### src/rtl/vga_sync_decoder.sv
// vga_sync_decoder
// Receive side of the 640x480 VGA timing. Samples an incoming active-low
// HS/VS plus 3-bit RGB stream on pix_ce and recovers the pixel position and
// data-enable. Measures line and frame lengths, and declares lock once the
// timing has matched the expected format for LOCK_FRAMES clean frames.
//
// Ports
//   clk          system clock
//   rst          synchronous reset, active high
//   pix_ce       pixel sample strobe; state advances only on clk edges with pix_ce=1
//   vga_hs       horizontal sync, active low
//   vga_vs       vertical sync, active low
//   vga_rgb      incoming colour
//   rgb_out      registered colour, 0 outside the active area
//   de           active-pixel flag
//   vga_xypos    {x[10:0], y[9:0]}, meaningful only while de=1
//   locked       timing lock
//   sync_err     one-clk pulse on any timing violation or loss of sync
//   line_len     sample count of the last completed line
//   frame_lines  line count of the last completed frame
module vga_sync_decoder #(
  parameter int H_TOTAL     = 800,
  parameter int H_SYNC      = 96,
  parameter int H_BP        = 48,
  parameter int H_DISP      = 640,
  parameter int V_TOTAL     = 521,
  parameter int V_SYNC      = 2,
  parameter int V_BP        = 29,
  parameter int V_DISP      = 480,
  parameter int LOCK_FRAMES = 2
) (
  input  logic        clk,
  input  logic        rst,
  input  logic        pix_ce,
  input  logic        vga_hs,
  input  logic        vga_vs,
  input  logic [2:0]  vga_rgb,
  output logic [2:0]  rgb_out,
  output logic        de,
  output logic [20:0] vga_xypos,
  output logic        locked,
  output logic        sync_err,
  output logic [9:0]  line_len,
  output logic [9:0]  frame_lines
);

  localparam int GOOD_W = $clog2(LOCK_FRAMES + 1);

  localparam logic [9:0]  CNT_MAX   = 10'd1023;
  localparam logic [9:0]  H_LEN     = 10'(H_TOTAL);
  localparam logic [9:0]  HS_LEN    = 10'(H_SYNC);
  localparam logic [9:0]  V_LEN     = 10'(V_TOTAL);
  localparam logic [9:0]  H_START   = 10'(H_SYNC + H_BP);
  localparam logic [9:0]  H_END     = 10'(H_SYNC + H_BP + H_DISP);
  localparam logic [9:0]  V_START   = 10'(V_SYNC + V_BP);
  localparam logic [9:0]  V_END     = 10'(V_SYNC + V_BP + V_DISP);
  localparam logic [10:0] X_OFS     = 11'(H_SYNC + H_BP);
  localparam logic [GOOD_W-1:0] GOOD_LAST = GOOD_W'(LOCK_FRAMES - 1);

  typedef enum logic [1:0] {
    SEARCH,
    ACQUIRE,
    LOCKED
  } state_t;

  state_t              state, state_nxt;
  logic                hs_d, vs_d;
  logic [9:0]          h_cnt, v_cnt, h_nxt, v_nxt;
  logic [GOOD_W-1:0]   good_cnt, good_nxt;
  logic                frame_bad, frame_bad_nxt;
  logic                hs_fall, hs_rise, vs_fall;
  logic                viol, lost, active;
  logic [10:0]         x_nxt;
  logic [9:0]          y_nxt;

  assign hs_fall = hs_d & ~vga_hs;
  assign hs_rise = ~hs_d & vga_hs;
  assign vs_fall = vs_d & ~vga_vs;

  // Position counters as they will be after this sample. Both saturate so a
  // dead input parks them at CNT_MAX instead of wrapping into a fake timing.
  always_comb begin
    h_nxt = h_cnt;
    v_nxt = v_cnt;
    if (hs_fall) begin
      h_nxt = 10'd0;
    end else if (h_cnt != CNT_MAX) begin
      h_nxt = h_cnt + 10'd1;
    end
    if (vs_fall) begin
      v_nxt = 10'd0;
    end else if (hs_fall && (v_cnt != CNT_MAX)) begin
      v_nxt = v_cnt + 10'd1;
    end
  end

  // Loss of sync fires only on the sample a counter first hits saturation,
  // so a stalled input produces a single error pulse.
  assign lost = ((h_nxt == CNT_MAX) && (h_cnt != CNT_MAX)) ||
                ((v_nxt == CNT_MAX) && (v_cnt != CNT_MAX));

  // Timing checks: the counters still hold the last value of the finishing
  // line/pulse/frame, so count+1 is its measured length.
  assign viol = (state != SEARCH) &&
                ((hs_fall && ((h_cnt + 10'd1) != H_LEN)) ||
                 (hs_rise && ((h_cnt + 10'd1) != HS_LEN)) ||
                 (vs_fall && ((v_cnt + 10'd1) != V_LEN)));

  // Lock FSM. Loss of sync overrides everything; a violation restarts
  // acquisition, and the partial frame after it is discarded unless the
  // violation was itself a frame start.
  always_comb begin
    state_nxt     = state;
    good_nxt      = good_cnt;
    frame_bad_nxt = frame_bad;
    if (lost) begin
      state_nxt = SEARCH;
    end else begin
      case (state)
        SEARCH: begin
          if (vs_fall) begin
            state_nxt     = ACQUIRE;
            good_nxt      = '0;
            frame_bad_nxt = 1'b0;
          end
        end
        ACQUIRE, LOCKED: begin
          if (viol) begin
            state_nxt     = ACQUIRE;
            good_nxt      = '0;
            frame_bad_nxt = ~vs_fall;
          end else if (vs_fall && (state == ACQUIRE)) begin
            if (frame_bad) begin
              frame_bad_nxt = 1'b0;
            end else begin
              good_nxt = good_cnt + GOOD_W'(1);
              if (good_cnt == GOOD_LAST) begin
                state_nxt = LOCKED;
              end
            end
          end
        end
        default: begin
          state_nxt = SEARCH;
        end
      endcase
    end
  end

  // de is qualified with the post-sample lock state so de and locked always
  // agree on the same output cycle.
  assign active = (state_nxt == LOCKED) &&
                  (h_nxt >= H_START) && (h_nxt < H_END) &&
                  (v_nxt >= V_START) && (v_nxt < V_END);
  assign x_nxt  = {1'b0, h_nxt} - X_OFS;
  assign y_nxt  = v_nxt - V_START;

  assign locked = (state == LOCKED);

  always_ff @(posedge clk) begin
    if (rst) begin
      hs_d        <= 1'b1;
      vs_d        <= 1'b1;
      h_cnt       <= 10'd0;
      v_cnt       <= 10'd0;
      state       <= SEARCH;
      good_cnt    <= '0;
      frame_bad   <= 1'b0;
      rgb_out     <= 3'd0;
      de          <= 1'b0;
      vga_xypos   <= 21'd0;
      sync_err    <= 1'b0;
      line_len    <= 10'd0;
      frame_lines <= 10'd0;
    end else begin
      sync_err <= 1'b0;
      if (pix_ce) begin
        hs_d      <= vga_hs;
        vs_d      <= vga_vs;
        h_cnt     <= h_nxt;
        v_cnt     <= v_nxt;
        state     <= state_nxt;
        good_cnt  <= good_nxt;
        frame_bad <= frame_bad_nxt;
        de        <= active;
        vga_xypos <= {x_nxt, y_nxt};
        rgb_out   <= active ? vga_rgb : 3'd0;
        sync_err  <= lost | viol;
        if (hs_fall) begin
          line_len <= h_cnt + 10'd1;
        end
        if (vs_fall) begin
          frame_lines <= v_cnt + 10'd1;
        end
      end
    end
  end

endmodule

### config.mk
export PLATFORM = sky130hd
export DESIGN_NAME = vga_sync_decoder
export DESIGN_NICKNAME = d
export VERILOG_FILES = /design/src/rtl/vga_sync_decoder.sv
export SDC_FILE = /design/constraint.sdc
export NUM_CORES = 1
export LEC_CHECK = 0
export CAP_MARGIN = 20
export CORE_MARGIN = 2
export CORE_UTILIZATION = 45
export CTS_CLUSTER_DIAMETER = 150
export DETAILED_ROUTE_END_ITERATION = 6
export HOLD_SLACK_MARGIN = 0.06
export PLACE_DENSITY = 0.67
export SLEW_MARGIN = 0
export SYNTH_ARGS = -nofsm -noshare
export SYNTH_HDL_FRONTEND = slang
export SYNTH_SLANG_ARGS = --single-unit
### constraint.sdc
create_clock -name clk -period 3.8 [get_ports clk]
set_clock_uncertainty 0.1 [all_clocks]
set_input_delay 0.95 -clock clk [delete_from_list [all_inputs] [get_ports clk]]
set_output_delay 0.95 -clock clk [all_outputs]
set_load 0.1 [all_outputs]
-- After elaboration in Yosys (flattened, before gate mapping)
Cells that the tools add are included.
- bitwise operators: 10
- $add $sub $neg: 5
- equality and inequality tests: 14
- mux-type cells: 21
- order comparisons: 4
- reduce and logical (&&, ||, !) cells: 24
- operators with widths (cell ; count):
    $mux 10 ; 4
    $ne 10x10->1 const B ; 4
    $add 10x1->10 const B ; 2
    $eq 10x10->1 const B ; 2
    $mux 2 ; 10
    $logic_and 1x1->1 ; 12
    $sub 10x8->11 const B ; 1
    $ge 10x5->1 const B ; 1
    $ge 10x8->1 const B ; 1
    $lt 10x10->1 const B ; 1
    $lt 10x9->1 const B ; 1
    $ne 10x7->1 const B ; 1
    $sub 10x5->10 const B ; 1
    $pmux 2 s2 ; 2
    $ne 3x3->1 const B ; 2
    $not 1->1 ; 6
    $reduce_and 6->1 ; 1
    $reduce_and 5->1 ; 1
    $eq 2x1->1 const B ; 2
    $eq 2x2->1 const B ; 2
    $reduce_and 2->1 ; 2
    $reduce_bool 2->1 ; 2
    $reduce_or 2->1 ; 2
    $and 1x1->1 ; 3
    other kinds (8) ; 12
- input bits: 8
- bits in registers: 73
- output and inout bits: 47
- logic and storage cells: 91

-- Depth between registers and ports, before layout
- depth in word-level cells: 15
- mapped depth: 16
- mapped depth without buffers: 14

-- Least setup slack after synthesis
Ideal clock, no wire load.
- path type: input port to flip-flop
- start: in vga_hs
- end: reg rgb_out[0]
- stages on the path: 12
- path slack: 0.389 ns
- buffers on the path: 1
- data arrival time: 3.249 ns
- cells stage by stage: nor2b_1 -> clkbuf_1 -> o31a_1 -> nor2_1 -> a21oi_1 -> nor2_1 -> ha_1 -> nand4_1 -> o41ai_2 -> or4_4 -> nor4b_4 -> a22o_1
- word-level cells in the longest chain between the ends: 15
- elaborated cells on any way between the ends: 30
- classes of those cells: order compare: 4; eq/ne: 3; mux: 7; bitwise: 3; reduce/logical: 13
- ends and longest elaborated chain (what ; line ; text):
    from (decl) ; 35 ; input logic vga_hs,
    $not 1->1 * ; 76 ; assign hs_fall = hs_d & ~vga_hs;
    $and 1x1->1 * ; 76 ;
    $logic_and 1x1->1 * ; 92 ; end else if (hs_fall && (v_cnt != CNT_MAX)) begin
    $mux 10 * ; 92 ;
    $mux 10 * ; 90 ; if (vs_fall) begin
    via v_nxt[1] ; 68 ; logic [9:0] h_cnt, v_cnt, h_nxt, v_nxt;
    $eq 10x10->1 ; 100 ; ((v_nxt == CNT_MAX) && (v_cnt != CNT_MAX));
    $logic_and 1x1->1 ; 100 ;
    $logic_or 1x1->1 ; 99 ; assign lost = ((h_nxt == CNT_MAX) && (h_cnt != CNT_MAX)) ||
    $mux 2 ; 116 ; if (lost) begin
    $eq 2x2->1 ; 152 ; assign active = (state_nxt == LOCKED) &&
    $logic_and 1x1->1 ; 152 ;
    $logic_and 1x1->1 (2 in a row) ; 153 ; (h_nxt >= H_START) && (h_nxt < H_END) &&
    $logic_and 1x1->1 * ; 154 ; (v_nxt >= V_START) && (v_nxt < V_END);
    $mux 3 * ; 187 ; rgb_out <= active ? vga_rgb : 3'd0;
    to (signal assigned) ; 187 ;
    to (decl) ; 38 ; output logic [2:0] rgb_out,
The timed path passes the listed nets; every way through them passes the cells marked *.
A chain may end at the register's enable or synchronous reset.

-- Final worst setup path
Same ends and word-level chain as after synthesis.

==> metrics.md <==
| Metric | Value |
|---|---|
| Status | finished clean |
| Fin. Hold Viols | 0 |
| Leakage | 1.93 nW |
| Ys async rst share | 0 |
| Via count | 3,759 |
| Sw frac | 0.314 |
| Dpl cells | 650 |
| Post-route DRC | 0 |
| Non-Filler Instances | 665 |
| Area grow syn2layout | 22.8% |
| Worst path arrival time | 3.69 ns |
| Max IR drop VDD | 0.000213 V |
| CTS root buf | clkbuf_8 |
| Grt total ovfl | 0 |
| Hold crit path type | reg2reg |
| CTS Buf Count | 9 |
| Peak Freq | 287 MHz |
| Clk Latency, worst-skew pair | 0.36 ns |
| Die Span Y | 99.3 um |
| Unrepaired setup endpoints after global routing | no |
| Max cap viols | 0 |
| Number of H-tree levels | 3 |
| Synth top area share | 0.338 |
| Synth warn | 0 |
| Crit start category | primary input |
| CTS tree | done |
| Syn Inst Count | 502 |
| DIE WIDTH | 99.3 um |
| Crit. End Element | flop |
| Fin Setup TNS | 0 ns |
| Die area | 0.00987 mm^2 |
| Clk pwr share | 0.393 |
| GRT Total Usage | 0.218 |
| Comb power frac | 0.203 |
| Synth Register Bits | 69 |
| Avg WL per Cell | 15.8 um |
| Buffers and inverters on the worst path | 1 |
| Crit-path slowest cell | or4_4 |
| Seq pwr share | 0.404 |
| # port buffers | 54 |
| Largest net degree at the start of global routing | 65 |
| Critical Path RT | 4.01 ns |
| Final Total Pwr | 1.91 mW |
| Layout Nets | 573 |
| Post-synthesis sequential area ratio | 0.338 |
| Syn_nets | 522 |
| Crit path max-delay family | simple AND/OR/NAND/NOR gates |
| Power density over cell area | 380 mW/mm^2 |
| Synth unique cells | 59 |
| Ys flop type | dfxtp_1 |
| Internal power consumption | 1.31 mW |
| Final worst path period need | 3.48 ns |
| DRT Pass-1 Iters | 4 |
| Hold_ws | 0.379 ns |
| Core ar. | 0.00876 mm^2 |
| Vias in the first global route | 3,549 |
| Worst slew pin tran | 0.978 ns |
| Initial antenna violation count | 0 |
| Net load switching power | 600 uW |
| CP cell instances | clkdlybuf4s50_1 -> nor2b_1 -> o31a_1 -> nor2_1 -> a21oi_1 -> nor2_1 -> ha_1 -> nand4_1 -> o41ai_2 -> or4_4 -> nor4b_4 -> a22o_1 |
| Critical Path Most Common Cell | nor2_1 |
| Slew Viols, Final | 0 |
| Placed Area | 0.00477 mm^2 |
| DRT antenna net count | 0 |
| CP peak stage delay | 0.55 ns |
| Max clock buf depth | 2 |
| Clock sink count | 69 |
| Final setup viols | 0 |
| Post-DP HPWL | 7720 um |
| Slew HR | 0.346 |
| Area of the mapped netlist | 0.00409 mm^2 |
| Row count | 34 |
| Wire length of the first global-routing pass | 17,400 um |
| Clock slew at reported path FFs | 0.08 ns |
| GP Congestion | 0.892 |
| Starting density of the core | 0.467 |
| Avg Cell Area, Syn | 8.15 um^2 |
| Layout cells sized above 1 | 0.140 |
| Drt total wl | 10,500 um |
| Initial DRC Count | 174 |
| Ranking of synthesized cells by area | dfxtp_1 (34%), nor2_1 (7.4%), a211oi_1 (6.4%), mux2i_1 (5.6%), xnor2_1 (5.4%) |
| Ports | 55 |
| EDFF count, synth | 0 |
| Crit-path max FO | 4 |
| Final worst-path cycle share | 0.917 |
| Diode count | 0 |
| Crit Path Category | in2reg |
| Final instance area | 0.00502 mm^2 |
| Vias/cell | 5.65 |
| Post-synth top area cell | dfxtp_1 |
==> synth_stat cells, drive strengths merged (3+ instances only) <==
library cell and count:
nor2 81, dfxtp 69, a211oi 35, nand2 29, clkbuf 27, xnor2 25
mux2i 23, buf 22, o21ai 19, nand3 17, a21oi 16, inv 13
nand4 13, nor3 13, ha 12, a31oi 9, and2 8, xor2 8
or3 7, a311oi 5, and3 4, o211a 4, a22o 3, and4 3
nand2b 3, nor4b 3, o31ai 3
==> routing by layer <==
metal / wire (um) / track usage
met2: 5150 / 0.367
met5: 0 / 0
met1: 4690 / 0.279
met4: 245 / 0.0822
met3: 401 / 0.0387
==> path summary, 6_finish.rpt <==
| kind | from | slack [ns] | depth (start not counted) | to |
|---|---|---|---|---|
| hold / removal | vga_xypos[20] | 0.38 | 2 | vga_xypos[20] |
| hold reg to reg | vga_xypos[20] | 0.38 | 2 | vga_xypos[20] |
| setup reg to reg | vga_xypos[11] | 0.40 | 15 | good_cnt[1] |
| setup / recovery | vga_hs | 0.32 | 12 | rgb_out[0] |
==> cell families (layout without fill, tap and decap cells) <==
family	Yosys count	after routing	synth area share
buffers and inverters	62	117	0.0688
adder cells (fa/ha/maj)	12	12	0.0367
flip-flops	69	69	0.338
AO/OA/AOI/OAI	111	111	0.190
XOR/XNOR	33	33	0.0707
AND/OR/NAND/NOR	190	190	0.234
multiplexers	25	25	0.0618
==> cells in the final DEF (no fill, tap or decap), types with 13 or more instances in the layout <==
| cell type | n |
|---|---|
| a211oi_1 | 35 |
| a21oi_1 | 15 |
| buf_4 | 46 |
| clkdlybuf4s50_1 | 40 |
| dfxtp_1 | 69 |
| inv_1 | 13 |
| mux2i_1 | 23 |
| nand2_1 | 29 |
| nand3_1 | 16 |
| nand4_1 | 13 |
| nor2_1 | 81 |
| o21ai_0 | 17 |
| xnor2_1 | 25 |
==> through the flow <==
| stage | worst slack (ns) | util |
|---|---|---|
| floorplan | 0.389 | - |
| CTS | 0.273 | 0.572 |
| finish | 0.316 | 0.573 |
| global route | 0.0994 | 0.573 |
| detailed placement | -0.0820 | 0.544 |
| global placement | 0.0136 | 0.544 |
==> cell type report <==
type	count	area [um^2]
Clock buffer	10	138
Inverter	13	48.8
Timing Repair Buffer	89	776
Multi-Input combinational cell	371	2430
Fill cell	838	3740
Sequential cell	69	1380
Clock inverter	5	108
Tap cell	108	135
==> worst reg2reg max path, cell delays in order (launching register included) <==
cell      delay [ns]
dfxtp_1         0.45
ha_2            0.35
and4_1          0.38
nand3_1         0.15
and2_1          0.20
nor2_1          0.32
ha_1            0.25
nand4b_1        0.10
nor2_1          0.13
nand4_1         0.15
o41ai_2         0.12
buf_4           0.19
nor3b_2         0.06
o21ai_0         0.10
a21oi_1         0.08
o31ai_1         0.20
==> registers in the layout, indices dropped and copies added (netlist names), 2 cells and up <==
signal	cells
line_len	10
rgb_out	3
frame_lines	10
state	2
vga_xypos	21
h_cnt	6
good_cnt	2
v_cnt	10
==> repair_timing <==
item                       4_1_cts  5_1_grt
setup buffers                    0        0
hold buffers                     0        0
gates resized for setup          0        2
hold endpoints to repair         0        0
setup endpoints to repair        0        1
==> power groups by stage <==
stage | Clock [mW] | Combinational [mW] | Sequential [mW]
2_1_floorplan | 0 | 0.120 | 0.959
3_3_place_gp | 0 | 0.385 | 0.787
3_5_place_dp | 0 | 0.388 | 0.788
4_1_cts | 0.766 | 0.389 | 0.771
5_1_grt | 0.795 | 0.408 | 0.775
6_report | 0.751 | 0.388 | 0.770
No activity file was read; power rests on OpenSTA's default activity.
